**config.mk**
```make
export PLATFORM = sky130hd
export DESIGN_NAME = fpu_issue_ctrl
export DESIGN_NICKNAME = d
export VERILOG_FILES = /design/src/rtl/fpu_issue_ctrl.sv
export SDC_FILE = /design/constraint.sdc
export NUM_CORES = 1
export LEC_CHECK = 0
export ABC_AREA = 1
export CAP_MARGIN = 0
export CORE_MARGIN = 2
export CORE_UTILIZATION = 46
export CTS_CLUSTER_SIZE = 16
export DETAILED_ROUTE_END_ITERATION = 8
export GPL_TIMING_DRIVEN = 0
export PLACE_DENSITY = 0.69
export REMOVE_ABC_BUFFERS = 1
export SYNTH_ARGS = -nofsm -noshare
export SYNTH_HDL_FRONTEND = slang
export SYNTH_SLANG_ARGS = --single-unit
```
**constraint.sdc**
```tcl
create_clock -name Clk -period 5.2 [get_ports Clk]
set_input_delay 1.04 -clock Clk [delete_from_list [all_inputs] [get_ports Clk]]
set_output_delay 1.04 -clock Clk [all_outputs]
set_load 0.02 [all_outputs]
```
**src/rtl/fpu_issue_ctrl.sv**
```systemverilog
// -----------------------------------------------------------------------------
// fpu_issue_ctrl
//
// Issue stage in front of the FPU. Requests (op, A, B, tag) arrive over a
// valid/ready port and are buffered in a DEPTH-entry FIFO. One request is
// in flight at a time. For each request the block:
//   1. drives the operands and op onto the FPU,
//   2. holds fpu_start (the FPU's active-high Reset) for START_HOLD cycles,
//   3. waits for a rising edge on fpu_done,
//   4. returns the captured result and the request's tag over valid/ready.
//
// Optional feature macro: FPU_TIMEOUT_EN
//   defined   : a watchdog aborts the wait after TIMEOUT_CYCLES cycles with no
//               Done rise. The response then carries rsp_timeout=1 and
//               rsp_result=0.
//   undefined : the wait is unbounded and rsp_timeout is tied to 0.
//
// Parameters
//   PRECISION       operand/result width
//   TAG_W           request tag width
//   DEPTH           request FIFO entries (power of 2, >= 2)
//   START_HOLD      cycles fpu_start stays high per issue (>= 1)
//   TIMEOUT_CYCLES  watchdog limit in WAIT cycles (FPU_TIMEOUT_EN only)
//
// Ports
//   Clk, Reset                clock (rising edge), async active-low reset
//   req_valid/ready           request handshake; req_ready = FIFO not full
//   req_op/a/b/tag            request payload (op: 00 add 01 sub 10 mul 11 div)
//   fpu_a/b/op                operands and operation presented to the FPU
//   fpu_start                 start pulse, wired to the FPU Reset input
//   fpu_result, fpu_done      FPU result and completion flag
//   rsp_valid/ready           response handshake
//   rsp_result/tag/timeout    response payload
//   busy                      FSM active or requests still queued
// -----------------------------------------------------------------------------
module fpu_issue_ctrl #(
    parameter int PRECISION      = 32,
    parameter int TAG_W          = 4,
    parameter int DEPTH          = 4,
    parameter int START_HOLD     = 2,
    parameter int TIMEOUT_CYCLES = 64
) (
    input  logic                 Clk,
    input  logic                 Reset,
    input  logic                 req_valid,
    output logic                 req_ready,
    input  logic [1:0]           req_op,
    input  logic [PRECISION-1:0] req_a,
    input  logic [PRECISION-1:0] req_b,
    input  logic [TAG_W-1:0]     req_tag,
    output logic [PRECISION-1:0] fpu_a,
    output logic [PRECISION-1:0] fpu_b,
    output logic [1:0]           fpu_op,
    output logic                 fpu_start,
    input  logic [PRECISION-1:0] fpu_result,
    input  logic                 fpu_done,
    output logic                 rsp_valid,
    input  logic                 rsp_ready,
    output logic [PRECISION-1:0] rsp_result,
    output logic [TAG_W-1:0]     rsp_tag,
    output logic                 rsp_timeout,
    output logic                 busy
);

    localparam int PTR_W  = $clog2(DEPTH);
    localparam int CNT_W  = PTR_W + 1;
    localparam int HOLD_W = (START_HOLD > 1) ? $clog2(START_HOLD) : 1;

    typedef enum logic [1:0] {
        IDLE  = 2'd0,
        START = 2'd1,
        WAIT  = 2'd2,
        RESP  = 2'd3
    } state_t;

    state_t state, state_nxt;

    // FIFO storage and bookkeeping
    logic [PRECISION-1:0] fifo_a   [DEPTH];
    logic [PRECISION-1:0] fifo_b   [DEPTH];
    logic [1:0]           fifo_op  [DEPTH];
    logic [TAG_W-1:0]     fifo_tag [DEPTH];
    logic [PTR_W-1:0]     wr_ptr, rd_ptr;
    logic [CNT_W-1:0]     count;
    logic                 push, pop, fifo_empty;

    logic [TAG_W-1:0]     cur_tag;
    logic [HOLD_W-1:0]    hold_cnt;
    logic                 done_q, done_rise, wait_exit;
    logic                 start_nxt, valid_nxt;

    // Registered count only: a pop while full does not open a slot this cycle.
    assign req_ready  = (count != CNT_W'(DEPTH));
    assign fifo_empty = (count == '0);
    assign push       = req_valid && req_ready;
    assign pop        = (state == IDLE) && !fifo_empty;
    assign busy       = (state != IDLE) || !fifo_empty;

    // Edge detect so a Done level left over from a previous op is ignored.
    assign done_rise  = fpu_done && !done_q;

`ifdef FPU_TIMEOUT_EN
    localparam int WAIT_W = $clog2(TIMEOUT_CYCLES) + 1;
    logic [WAIT_W-1:0] wait_cnt;
    logic              timeout_hit;
    logic              timeout_q;

    assign timeout_hit = (state == WAIT) && !done_rise &&
                         (wait_cnt == WAIT_W'(TIMEOUT_CYCLES - 1));
    assign wait_exit   = done_rise || timeout_hit;
    assign rsp_timeout = timeout_q;

    // Counter is zero in every other state, so it restarts on each WAIT entry.
    always_ff @(posedge Clk or negedge Reset) begin
        if (!Reset) begin
            wait_cnt <= '0;
        end else begin
            wait_cnt <= (state == WAIT) ? wait_cnt + WAIT_W'(1) : '0;
        end
    end

    always_ff @(posedge Clk or negedge Reset) begin
        if (!Reset) begin
            timeout_q <= 1'b0;
        end else if (timeout_hit) begin
            timeout_q <= 1'b1;
        end else if (state == RESP && rsp_ready) begin
            timeout_q <= 1'b0;
        end
    end
`else
    assign wait_exit   = done_rise;
    assign rsp_timeout = 1'b0;
`endif

    // FIFO write side: payload only, no reset needed.
    always_ff @(posedge Clk) begin
        if (push) begin
            fifo_a[wr_ptr]   <= req_a;
            fifo_b[wr_ptr]   <= req_b;
            fifo_op[wr_ptr]  <= req_op;
            fifo_tag[wr_ptr] <= req_tag;
        end
    end

    // Pointers wrap naturally because DEPTH is a power of two.
    always_ff @(posedge Clk or negedge Reset) begin
        if (!Reset) begin
            wr_ptr <= '0;
            rd_ptr <= '0;
            count  <= '0;
        end else begin
            if (push) wr_ptr <= wr_ptr + PTR_W'(1);
            if (pop)  rd_ptr <= rd_ptr + PTR_W'(1);
            case ({push, pop})
                2'b10:   count <= count + CNT_W'(1);
                2'b01:   count <= count - CNT_W'(1);
                default: count <= count;
            endcase
        end
    end

    // FSM state register
    always_ff @(posedge Clk or negedge Reset) begin
        if (!Reset) begin
            state <= IDLE;
        end else begin
            state <= state_nxt;
        end
    end

    // FSM next state and registered-output decode
    always_comb begin
        state_nxt = state;
        case (state)
            IDLE:    if (!fifo_empty) state_nxt = START;
            START:   if (hold_cnt == HOLD_W'(START_HOLD - 1)) state_nxt = WAIT;
            WAIT:    if (wait_exit) state_nxt = RESP;
            RESP:    if (rsp_ready) state_nxt = IDLE;
            default: state_nxt = IDLE;
        endcase
        // fpu_start drives the FPU reset pin, so it comes straight from a flop.
        start_nxt = (state_nxt == START);
        valid_nxt = (state_nxt == RESP);
    end

    always_ff @(posedge Clk or negedge Reset) begin
        if (!Reset) begin
            fpu_start <= 1'b0;
            rsp_valid <= 1'b0;
            hold_cnt  <= '0;
            done_q    <= 1'b0;
        end else begin
            fpu_start <= start_nxt;
            rsp_valid <= valid_nxt;
            hold_cnt  <= (state == START) ? hold_cnt + HOLD_W'(1) : '0;
            done_q    <= fpu_done;
        end
    end

    // Operand registers load on pop and stay put until the next pop, which
    // keeps them stable through START and WAIT.
    always_ff @(posedge Clk or negedge Reset) begin
        if (!Reset) begin
            fpu_a      <= '0;
            fpu_b      <= '0;
            fpu_op     <= '0;
            cur_tag    <= '0;
            rsp_result <= '0;
            rsp_tag    <= '0;
        end else begin
            if (pop) begin
                fpu_a   <= fifo_a[rd_ptr];
                fpu_b   <= fifo_b[rd_ptr];
                fpu_op  <= fifo_op[rd_ptr];
                cur_tag <= fifo_tag[rd_ptr];
            end
            if (state == WAIT && wait_exit) begin
                // A watchdog exit has no Done rise; the result is forced to 0.
                rsp_result <= done_rise ? fpu_result : '0;
                rsp_tag    <= cur_tag;
            end
        end
    end

endmodule

```
==> impl_results.md <==
- Status: finished clean
- Clock Root Buffer: clkbuf_16
- Crit path DAT: between 1500 and 2000 ps
- GPL Wtd Cong: just over 0.7
- CP peak stage delay: around 580 ps
- Initial Util: 0.4679
- # diodes: 0
- Port bufs: approximately 210
- Die Area: 0.03674 mm2
- Finished Layout Cells: ~2200
- Post-CTS Setup Bufs: 0
- I/O pin count: 214
- Syn_area_per_cell: approximately 10 um2
- Sequential area share after synthesis: 0.7027
- Clk buf depth: 3
- Chip Height: 191.7 um
- Largest net degree at the start of global routing: between 80 and 90
- H-tree lvl count: 2
- Final hold vios: 0
- Max VDD drop: 0.3895 mV
- Gr ovfl total: 0
- Met1 wire length: 14880 um
- 1st-iter DRT viols: roughly 580
- Final WS setup: about 2200 ps
- Number of max-cap violations: 0
- Tightest Pin Transition: ~1100 ps
- Post-Synthesis Cells: 1548
- Core region area: between 0.03 and 0.04 mm2
- CP bufs+invs: 1
- Unique masters post-synth: 23
- CP delay by family, top: buffers and inverters
- Hpwl dp: 19740 um
- Final setup viols: 0
- Area grow syn2layout: 25.35%
- Critical path class: reg2out
- Slowest cell on the critical path: clkdlybuf4s50_1
- CP startpoint kind: register
- CP cell instances: nor2_1, nand4_1, clkdlybuf4s50_1
- Tmin final: 2978 ps
- FF+latch count, synth: roughly 400
- Hold_buf cts: 0
- Most common cell after layout, fill and taps aside: nand2_1
- Final Util: 0.5865
- Met3 wire len: roughly 2100 um
- Pins over their slew limit: 0
- Pre-CTS setup slack: 1901 ps
- CTS tree: yes
- Worst Path Required: 4160 ps
- Via/cell ratio: 4.721
- Mapped cell area: 0.01620 mm2
- Ys Warns: 0
- Post-Place Cells: between 2000 and 2500
- Drt drc: 0
- Leakage: 8.870 nW
- HP Class: reg2reg
- Period utilization: 0.5728
- Clock latency on the worst-skew pair: about 530 ps
- Row count: roughly 70
- Slew Limit Headroom: 0.2605
- DR WL met2: about 16000 um
- GRT Total Usage: 0.1862
- First-pass GRT wire length: ~53000 um
- Clock-pin slew on the worst setup and hold paths: roughly 60 ps
- Antenna-violating nets left: 0
- Unrepaired setup endpoints after global routing: no
- Worst Path Max Fanout: 3
- Max frequency: 0.3358 GHz
- Num Clock Sinks: about 400
- Total Wirelength: 33750 um
- DR top layer: met4
- Post-CTS resize count: 0
- Clk_skew: 15.19 ps
- WL/cell: roughly 15 um
- Tot Pwr: 0.01211 W
- First drt pass iteration count: 5
- CP Capture Type: primary output
- Most frequent cells in the layout: 536 x nand2_1, 280 x edfxtp_1, 211 x clkdlybuf4s50_1, 191 x inv_1, 147 x nor2_1
- Via count: 10570
- Die width: 191.7 um
- Nets: 1863
- Total CTS buffers: 42
- Initial antenna violation count: 0
- Share of cells above drive strength 1: 0.07740
- Vias in the first global route: around 11000
- PwrDens: 596.4 mW/mm2
-- metal layers --
metal	global-route usage	vias to the layer above
li1	-	5254
met1	0.2342	5019
met2	0.3260	249
met3	0.04129	44
met4	0.04763	0
met5	0	-
-- logic make-up after synthesis --
kind of cell / after synthesis / synth area share
buffers and inverters: 263 / 0.06649
other: 1 / 0.0002314
AND/OR/NAND/NOR: 832 / 0.2097
flip-flops: 399 / 0.7027
XOR/XNOR: 5 / 0.002703
adder cells (fa/ha/maj): 6 / 0.005097
AO/OA/AOI/OAI: 42 / 0.01313
-- synthesized netlist by cell type --
cell type  number  area (um2)
or2_0          20       125.1
buf_6           3       33.78
or2_2          50       312.8
xnor2_1         2       17.52
nor2_1        151       566.8
o21bai_1        1       7.510
nand3_1        72       360.4
inv_1         191       716.9
buf_4           5       37.54
ha_1            5       62.56
a21oi_1         3       15.01
xor2_1          3       26.28
dfrtp_1       119        2978
fa_1            1       20.02
o21ai_0        38       190.2
conb_1          1       3.750
nand2_1       537        2016
clkbuf_1       23       86.33
inv_2           2       7.510
nand4_1         1       6.260
buf_2          39       195.2
edfxtp_1      280        8408
nand3_2         1       10.01
-- sequential cells by signal (all words and copies together), names as in the netlist, 3 cells and up --
signal	flops
count	3
cur_tag	4
fifo_a	128
fifo_b	128
fifo_op	8
fifo_tag	16
fpu_a	32
fpu_b	32
rsp_result	32
rsp_tag	4
-- path summary, 6_finish.rpt --
| kind | startpoint | endpoint | slack, ps | cells after the start |
|---|---|---|---|---|
| max | state[1]$_DFF_PN0_ | busy | 2220 | 3 |
| min | hold_cnt$_DFF_PN0_ | hold_cnt$_DFF_PN0_ | 430 | 1 |
| max reg2reg | count[0]$_DFFE_PN0P_ | count[2]$_DFFE_PN0P_ | 2330 | 12 |
| min reg2reg | hold_cnt$_DFF_PN0_ | hold_cnt$_DFF_PN0_ | 430 | 1 |
| max in group asynchronous | Reset | rd_ptr[1]$_DFFE_PN0P_ | 3960 | 2 |
| min in group asynchronous | Reset | state[1]$_DFF_PN0_ | 470 | 1 |
-- report_power, final --
part	switching [W]	leakage, nW	internal [W]
Combinational	0.00266	4.17	0.00175
Sequential	0.000454	4.04	0.00435
Clock	0.00118	0.659	0.00173
-- worst register-to-register path, delay by kind of cell (launching register included) --
family	cells	cell delay, ps
buffers and inverters	4	850
adder cells (fa/ha/maj)	2	710
AND/OR/NAND/NOR	5	680
flip-flops	1	420
XOR/XNOR	1	140
-- metrics by stage --
stage	instance area, um2	hold WS [ps]	setup TNS (ps)
after CTS	20310	426.6	0
after global routing	20310	439.6	0
after detailed placement	18960	418.4	0
after floorplan	15850	401.7	0
after global placement	18540	418.8	-1263460
final	20310	425.0	0
-- cell type report --
type	count	area (um2)
fill	2808	14320
sequential	399	11390
multi-input combinational	886	3777
timing repair buffer	228	2489
clock buffer	62	1219
inverter	193	729.5
tap	455	569.3
clock inverter	15	133.9
Power figures use the tool's default switching activity.
